===== config.mk =====
export PLATFORM = sky130hd
export DESIGN_NAME = div_unit_flat
export DESIGN_NICKNAME = d
export VERILOG_FILES = /design/src/rtl/div_unit_pkg.sv /design/src/rtl/div_unit_if.sv /design/src/rtl/div_step.sv /design/src/rtl/div_unit.sv /design/src/flat_wrapper.sv
export SDC_FILE = /design/constraint.sdc
export NUM_CORES = 1
export LEC_CHECK = 0
export BUFFER_PORTS_ARGS = -buffer_cell sky130_fd_sc_hd__buf_2
export CORE_ASPECT_RATIO = 1.1
export CORE_MARGIN = 2
export CORE_UTILIZATION = 35
export DETAILED_ROUTE_END_ITERATION = 10
export GPL_TIMING_DRIVEN = 0
export SKIP_CTS_REPAIR_TIMING = 1
export SLEW_MARGIN = 20
export SYNTH_ARGS = -nofsm -noshare
export SYNTH_HDL_FRONTEND = slang
export SYNTH_SLANG_ARGS = --single-unit

===== constraint.sdc =====
create_clock -name clk -period 6.6 [get_ports clk]
set_clock_uncertainty 0.05 [all_clocks]
set_input_delay 1.32 -clock clk [delete_from_list [all_inputs] [get_ports clk]]
set_output_delay 1.32 -clock clk [all_outputs]
set_load 0.01 [all_outputs]

===== src/rtl/div_unit_pkg.sv =====
// rtl/div_unit_pkg.sv - shared defines for the multi-cycle divider: ALU codes, FSM states, iteration count
package div_unit_pkg;

    localparam logic [5:0] ALU_DIV    = 6'b011100;
    localparam logic [5:0] ALU_DIVU   = 6'b001100;
    localparam int         DIV_CYCLES = 32;

    typedef enum logic [1:0] {
        S_IDLE = 2'd0,
        S_RUN  = 2'd1,
        S_DONE = 2'd2
    } div_state_e;

    // Two's-complement negate when neg is set; 0x80000000 maps to itself, which is the right magnitude.
    function automatic logic [31:0] cond_neg(input logic [31:0] x, input logic neg);
        return neg ? (~x + 32'd1) : x;
    endfunction

endpackage


===== src/rtl/div_unit_if.sv =====
// rtl/div_unit_if.sv - request/response bundle between Execute and the divider
interface div_unit_if;
    logic        start;
    logic        signed_div;
    logic        annul;
    logic [31:0] a;
    logic [31:0] b;
    logic        ready;
    logic        busy;
    logic [63:0] result;

    modport master (output start, signed_div, annul, a, b, input ready, busy, result);
    modport slave  (input start, signed_div, annul, a, b, output ready, busy, result);
endinterface


===== src/rtl/div_step.sv =====
// rtl/div_step.sv - one restoring radix-2 shift-subtract iteration on 32-bit magnitudes
module div_step (
    input  logic [31:0] rem_i,
    input  logic        dvd_bit_i,
    input  logic [31:0] dvs_i,
    output logic [31:0] rem_o,
    output logic        q_bit_o
);
    logic [32:0] shifted;
    logic [32:0] diff;

    assign shifted = {rem_i, dvd_bit_i};
    assign diff    = shifted - {1'b0, dvs_i};
    // A borrow means the divisor did not fit: keep the shifted remainder (fits 32 bits since it is below the divisor).
    assign q_bit_o = ~diff[32];
    assign rem_o   = diff[32] ? shifted[31:0] : diff[31:0];
endmodule


===== src/rtl/div_unit.sv =====
// rtl/div_unit.sv - 32-cycle signed/unsigned divider with HI/LO result and annul support
module div_unit
    import div_unit_pkg::*;
(
    input  logic       clk,
    input  logic       rst,
    div_unit_if.slave  dif
);
    localparam logic [4:0] LAST_CNT = 5'(DIV_CYCLES - 1);

    div_state_e  state_q, state_d;
    logic [4:0]  cnt_q, cnt_d;
    logic [31:0] rem_q, rem_d;
    logic [31:0] quo_q, quo_d;
    logic [31:0] dvs_q, dvs_d;
    logic        negq_q, negq_d;
    logic        negr_q, negr_d;
    logic [63:0] result_q, result_d;
    logic        busy_q, busy_d;
    logic [31:0] step_rem;
    logic        step_q;
    logic [31:0] quo_next;

    // quo_q starts as the dividend magnitude and is shifted out MSB-first while quotient bits shift in.
    div_step u_step (
        .rem_i     (rem_q),
        .dvd_bit_i (quo_q[31]),
        .dvs_i     (dvs_q),
        .rem_o     (step_rem),
        .q_bit_o   (step_q)
    );

    assign quo_next = {quo_q[30:0], step_q};

    always_comb begin
        state_d  = state_q;
        cnt_d    = cnt_q;
        rem_d    = rem_q;
        quo_d    = quo_q;
        dvs_d    = dvs_q;
        negq_d   = negq_q;
        negr_d   = negr_q;
        result_d = result_q;
        case (state_q)
            S_IDLE: begin
                if (dif.start && !dif.annul) begin
                    negq_d = dif.signed_div & (dif.a[31] ^ dif.b[31]);
                    negr_d = dif.signed_div & dif.a[31];
                    quo_d  = cond_neg(dif.a, dif.signed_div & dif.a[31]);
                    dvs_d  = cond_neg(dif.b, dif.signed_div & dif.b[31]);
                    rem_d  = 32'd0;
                    cnt_d  = 5'd0;
                    if (dif.b == 32'd0) begin
                        state_d  = S_DONE;
                        result_d = {dif.a, 32'hFFFF_FFFF};
                    end else begin
                        state_d = S_RUN;
                    end
                end
            end
            S_RUN: begin
                rem_d = step_rem;
                quo_d = quo_next;
                cnt_d = cnt_q + 5'd1;
                if (cnt_q == LAST_CNT) begin
                    state_d  = S_DONE;
                    result_d = {cond_neg(step_rem, negr_q), cond_neg(quo_next, negq_q)};
                end
            end
            S_DONE:  state_d = S_IDLE;
            default: state_d = S_IDLE;
        endcase
        if (dif.annul) begin
            state_d  = S_IDLE;
            result_d = result_q;
        end
        busy_d = (state_d != S_IDLE);
    end

    always_ff @(posedge clk) begin
        if (!rst) begin
            state_q  <= S_IDLE;
            cnt_q    <= 5'd0;
            rem_q    <= 32'd0;
            quo_q    <= 32'd0;
            dvs_q    <= 32'd0;
            negq_q   <= 1'b0;
            negr_q   <= 1'b0;
            result_q <= 64'd0;
            busy_q   <= 1'b0;
        end else begin
            state_q  <= state_d;
            cnt_q    <= cnt_d;
            rem_q    <= rem_d;
            quo_q    <= quo_d;
            dvs_q    <= dvs_d;
            negq_q   <= negq_d;
            negr_q   <= negr_d;
            result_q <= result_d;
            busy_q   <= busy_d;
        end
    end

    assign dif.ready  = (state_q == S_DONE);
    assign dif.busy   = busy_q;
    assign dif.result = result_q;
endmodule


===== src/flat_wrapper.sv =====
// flat-port wrapper written by rule: the top's interface ports become plain ports
module div_unit_flat import div_unit_pkg::*;
  (clk, rst, dif_start, dif_signed_div, dif_annul, dif_a, dif_b, dif_ready, dif_busy, dif_result);
  div_unit_if dif_i ();
  input  logic clk;
  input  logic rst;
  input wire logic [$bits(dif_i.start)-1:0] dif_start;
  input wire logic [$bits(dif_i.signed_div)-1:0] dif_signed_div;
  input wire logic [$bits(dif_i.annul)-1:0] dif_annul;
  input wire logic [$bits(dif_i.a)-1:0] dif_a;
  input wire logic [$bits(dif_i.b)-1:0] dif_b;
  output wire logic [$bits(dif_i.ready)-1:0] dif_ready;
  output wire logic [$bits(dif_i.busy)-1:0] dif_busy;
  output wire logic [$bits(dif_i.result)-1:0] dif_result;
  assign dif_i.start = dif_start;
  assign dif_i.signed_div = dif_signed_div;
  assign dif_i.annul = dif_annul;
  assign dif_i.a = dif_a;
  assign dif_i.b = dif_b;
  assign dif_ready = dif_i.ready;
  assign dif_busy = dif_i.busy;
  assign dif_result = dif_i.result;
  div_unit u_core (.clk(clk), .rst(rst), .dif(dif_i));
endmodule

== Word-level counts from Yosys, hierarchy flattened ==
Index checks and enable logic that the tools add are counted.
Storage, ports and cells
  register bits after elaboration: 170
  input port bits: 69
  output and inout port bits: 66
  logic and storage cells: 60
Operators by class
  add/sub/neg operators: 6
  eq/ne operators: 6
  muxes and demuxes: 20
  bitwise operators: 10
  reductions and logical operators: 9
Operators with widths (number)
  2-to-1 mux 32 bit: 7
  2-to-1 mux 64 bit: 3
  adder 32 x 1 -> 32 bit (second input constant): 4
  inverter 32 bit: 4
  case mux 32 bit (2 select lines): 2
  case mux 64 bit (2 select lines): 1
  subtractor 33 x 32 -> 33 bit: 1
  zero test 32 bit: 1
  case mux 5 bit (2 select lines): 1
  2-to-1 mux 2 bit: 4
  inequality test 2 x 1 -> 1 bit (second input constant): 3
  adder 5 x 1 -> 5 bit (second input constant): 1
  == test 5 bit (second input constant): 1
  2-to-1 mux 5 bit: 1
  AND reduction 5 bit: 1
  case mux 2 bit (2 select lines): 1
  AND reduction 2 bit: 2
  nonzero test 2 bit: 2
  AND 1 bit: 3
  == test 2 x 1 -> 1 bit (second input constant): 1
  == test 2 bit (second input constant): 1
  zero test 2 bit: 1
  inverter 1 bit: 2
  logical AND 1 bit: 1
  other kinds (2): 2

== Longest topological paths before layout ==
  word-level depth: 7
  depth in mapped cells: 25
  mapped depth without buffers: 21

== Hierarchy ==
A second synthesis with hierarchy kept.
Unflattened totals
  cells, all modules: 1434
  area total of the unflattened synthesis: 11357.1 sq um
Modules (own cells, without submodules)
  div_unit: times used 1, cells each 1123, area each 9101.2 sq um, sequential area each 3403.3 sq um
  div_step: times used 1, cells each 311, area each 2255.9 sq um, sequential area each 0.0 sq um

== Least setup slack after synthesis ==
Ideal clock, no wire load.
  kind: reg2reg
  start: register u_core.quo_q[31]
  end: register u_core.result_q[28] (netlist: u_core.dif.result[28])
  library setup time: 122 ps
  arrival: 4693 ps
  data required time: 6428 ps
  setup slack: 1736 ps
  cell stages (with the launch flop): 24
  buffers on the path: 4
  clock period less this slack: 4864 ps
  path through: dfxtp_1 -> inv_1 -> ha_1 -> inv_1 -> fa_1 -> a211oi_2 -> o211ai_2 -> a21oi_4 -> a211oi_4 -> nor3_4 -> nor2_4 -> inv_2 -> buf_6 -> buf_6 -> buf_2 -> buf_2 -> ha_1 -> nand3b_1 -> or3_1 -> or2_2 -> or3_1 -> o41ai_1 -> xor2_1 -> a21oi_1
On the way
  cells in the longest elaborated chain, start to end: 7
RTL lines
  start: declaration: RTL line div_unit.sv:14  | logic [31:0] quo_q, quo_d;
  start signal: assignment: RTL line div_unit.sv:95  | quo_q <= quo_d;
  subtractor 33 x 32 -> 33 bit: RTL line div_step.sv:13  | assign diff = shifted - {1'b0, dvs_i};
  inverter 1 bit: RTL line div_step.sv:15  | assign q_bit_o = ~diff[32];
  inverter 32 bit: RTL line div_unit_pkg.sv:16  | return neg ? (~x + 32'd1) : x;
  adder 32 x 1 -> 32 bit: RTL line div_unit_pkg.sv:16
  2-to-1 mux 32 bit: RTL line div_unit_pkg.sv:16
  2-to-1 mux 64 bit: RTL line div_unit.sv:65  | if (cnt_q == LAST_CNT) begin
  case mux 64 bit (2 select lines): RTL line div_unit.sv:44  | case (state_q)
  end signal: assignment: RTL line div_unit.sv:99  | result_q <= result_d;
  end: declaration: RTL line div_unit.sv:18  | logic [63:0] result_q, result_d;
No other way between the ends. The select of a mux whose other input is x is not followed.
A chain may end at the register's enable or synchronous reset.

== Worst setup path after layout ==
  start: register u_core.quo_q[31]
  end: register u_core.result_q[56] (netlist: u_core.dif.result[56])
On the way
  cells in the longest elaborated chain, start to end: 7
RTL lines
  subtractor 33 x 32 -> 33 bit: RTL line div_step.sv:13
  2-to-1 mux 32 bit *: RTL line div_step.sv:16  | assign rem_o = diff[32] ? shifted[31:0] : diff[31:0];
  inverter 32 bit: RTL line div_unit_pkg.sv:16
  adder 32 x 1 -> 32 bit: RTL line div_unit_pkg.sv:16
  2-to-1 mux 32 bit *: RTL line div_unit_pkg.sv:16
  2-to-1 mux 64 bit *: RTL line div_unit.sv:65
  case mux 64 bit (2 select lines) *: RTL line div_unit.sv:44
Every way passes the cells marked *; elsewhere a longest branch is shown, timed or not. The select of a mux whose other input is x is not followed.

==> metrics <==
status complete, no violations; Seq/Total Area, Yosys ~28%; Final ANT Viol Nets 0; area leader, netlist dfxtp_1; row cnt approximately 70; IO Count 135; Unique masters post-synth a little under 90; ANT cells 0; endpoints failing hold 0; core area around 34000 um^2; syn avg cell area ~7.5 um^2; Final Critical Period 6.37 ns; pwr dens roughly 200 nW/um^2; CTS buffer count 17; Routed WL 47.5 mm; Placed Instances ~2200; fraction of registers with async set/reset 0%; crit path cell chain inv_1 > ha_1 > inv_1 > fa_1 > a211oi_2 > o211ai_2 > a21oi_4 > a211oi_4 > nor3_4 > nor2_4 > inv_2 > buf_6 > buf_6 > buf_2 > clkbuf_4 > nor2_1 > a21oi_1 > ha_1 > nand4_1 > nor3_4 > a41oi_1 > o41ai_2 > xor2_1 > a2111oi_0; worst slack at placement approximately 0.038 ns; Chip Height between 150 and 200 um; via count 12800; Non-Filler Instances 2207; maximum root-to-sink buffer count 2; Yosys top cell area share about 28%; CP max FO 10; Synth Flop Type dfxtp_1; Post-synth EDFFs 0; Root Buffer clkbuf_16; pin count of the biggest net entering global routing 17; final setup violation count 0; Detail Placement HPWL ~38 mm; Slew HR between 20 and 30%; worst slew pin tran between 1 and 1.5 ns; Cell Area, Synth between 10000 and 15000 um^2; cells after synthesis 1601; WL/cell 21.5 um; VDD IR max ~190 uV; Worst Path Buf+Inv 7; input/output buffers ~130; DR DRC count 0; Routability Congestion around 0.96; first-pass GRT wire length between 70 and 80 mm; Final TNS setup 0 ns; total of max-cap violations 0; synthesis-to-finish area growth 15.7%; Sink Count 170; Multi-input gate area slightly below 8000 um^2; Final Max Slew Viols 0; FMAX ~0.16 GHz; Worst path slowest cell o41ai_2; CTS clk-pin slew, worst paths about 0.07 ns; Synthesized Nets between 1500 and 2000; global route overflow 0; Arr. time, crit path 6.65 ns; Initial DRT Pass Iterations 5; Final period util between 90% and 100%; Initial Util around a third; layout cell share with drive strength beyond 1 a little over an eighth; vias in the first global route around 12000; Net count, final 1864; Die Wd 181 um; latest clock arrival within the worst-skew pair between 0.4 and 0.5 ns; HP Class reg -> reg; ranking of synthesized cells by area dfxtp_1 28%, nor2_1 7.2%, a21oi_1 6.6%, xor2_1 4.8%, o21ai_0 4.3%; Worst Path Class, Setup reg -> reg; Synthesis Warnings 0; global-route usage over all layers around a quarter; Worst Setup Start Kind flip-flop; WP data required between 6 and 7 ns; TritonCTS clock tree built; FF/Latch Area between 3000 and 4000 um^2; RSZ-0062 raised after global routing false; final setup margin 0.228 ns; Seq cells post-synth 170; Leak 5.40 nW; initial antenna violation count 0; Slowest Stage Delay on Critical Path between 0.4 and 0.5 ns; post-DR vias/cell a little under 6; htree depth 4; Hold Slack slightly above 0.4 ns; Iteration-0 DRC Markers around 1000; Critical Path Sink Type flip-flop; Die ar. around 36000 um^2; Layout fillers about 3600; CP delay by family, top compound AO/OA/AOI/OAI gates
==> synth_stat cells, types with 8 or more instances <==
library cell / count
a22oi_1: 16
or3_1: 22
o21ai_0: 103
buf_2: 14
and3_1: 12
dfxtp_1: 170
o21a_1: 10
o31ai_1: 21
clkbuf_1: 72
xor2_1: 66
nor2_1: 231
inv_1: 62
mux2_2: 8
a21oi_1: 158
mux2i_1: 21
nand3_1: 27
buf_1: 9
nand4_1: 14
nor3_1: 33
xnor2_1: 58
nor4_1: 18
and2_1: 9
ha_1: 38
or2_2: 11
nand2_1: 125
a21o_1: 9
o41ai_1: 13
or4_1: 9
a211oi_1: 58
a31oi_1: 18
nand2b_1: 13
nor2b_1: 9
a311oi_1: 24
==> layout by cell type (no fill, tap or decap), drive strengths merged, types with 27 or more instances in the layout <==
cell and count:
buf 165, a21oi 161, dfxtp 170, nand2 126, xor2 66, inv 70
nor3 34, a211oi 62, ha 38, xnor2 58, nor2 232, nand3 27
clkbuf 93, o21ai 109
==> power by group <==
group | internal [mW] | leakage, nW | total, mW | switching, mW
Sequential | 1.06 | 1.38 | 1.09 | 0.0332
Combinational | 0.202 | 3.72 | 0.590 | 0.387
Clock | 0.627 | 0.301 | 1.12 | 0.491
Total | 1.88 | 5.40 | 2.80 | 0.911
==> final timing paths <==
kind	start	slack [ns]	cells past startpoint	to
max reg2reg	u_core.quo_q[31]	0.23	24	u_core.dif.result[56]
min reg2reg	u_core.dvs_q[17]	0.40	2	u_core.dvs_q[17]
max	u_core.quo_q[31]	0.23	24	u_core.dif.result[56]
min	u_core.dvs_q[17]	0.40	2	u_core.dvs_q[17]
==> through the flow <==
step	utilization, %	power, mW	area, um^2
6_report	40.8	2.80	13900
5_1_grt	40.8	2.90	13900
4_1_cts	40.7	2.79	13900
3_5_place_dp	38.9	1.69	13200
3_3_place_gp	38.9	1.68	13200
2_1_floorplan	-	1.49	12000
==> sequential cells by signal, summed over array words and instances, names as in the netlist <==
register           cells
u_core.quo_q          32
u_core.state_q         2
u_core.rem_q          32
u_core.negq_q          1
u_core.cnt_q           5
u_core.negr_q          1
u_core.dif.result     64
u_core.dif.busy        1
u_core.dvs_q          32
==> metal layers <==
layer	vias up	routed length (um)	global-route usage [%]
met5	-	0	0
met4	0	2570	14.7
met2	543	21900	44.0
met1	5995	19700	32.3
met3	120	3220	3.99
li1	6112	-	-
==> cells by family after synthesis <==
kind of cell	Yosys count	synth area share (%)
simple gates	553	21.4
xor+xnor	124	9.05
flops	170	28.3
buf+inv	167	5.82
compound gates	518	28.6
fa+ha+maj	39	4.13
mux	30	2.60
==> worst register-to-register path: stages (launching register included) <==
cell and delay (ns):
dfxtp_1 0.38, inv_1 0.08, ha_1 0.16, inv_1 0.05, fa_1 0.40, a211oi_2 0.36, o211ai_2 0.17, a21oi_4 0.28
a211oi_4 0.14, nor3_4 0.38, nor2_4 0.10, inv_2 0.15, buf_6 0.18, buf_6 0.18, buf_2 0.33, clkbuf_4 0.37
nor2_1 0.08, a21oi_1 0.24, ha_1 0.29, nand4_1 0.26, nor3_4 0.32, a41oi_1 0.31, o41ai_2 0.43, xor2_1 0.16
a2111oi_0 0.40
==> final cells by class <==
type / count / share of cell area [%]
clock buffers: 19 / 3.26
flip-flops and latches: 170 / 24.5
well taps: 438 / 3.95
repair buffers: 136 / 4.96
clock inverters: 13 / 1.29
plain buffers: 103 / 3.32
inverters: 64 / 1.73
multi-input cells: 1264 / 57.0
Note: power is estimated with default switching activity, not from simulation.
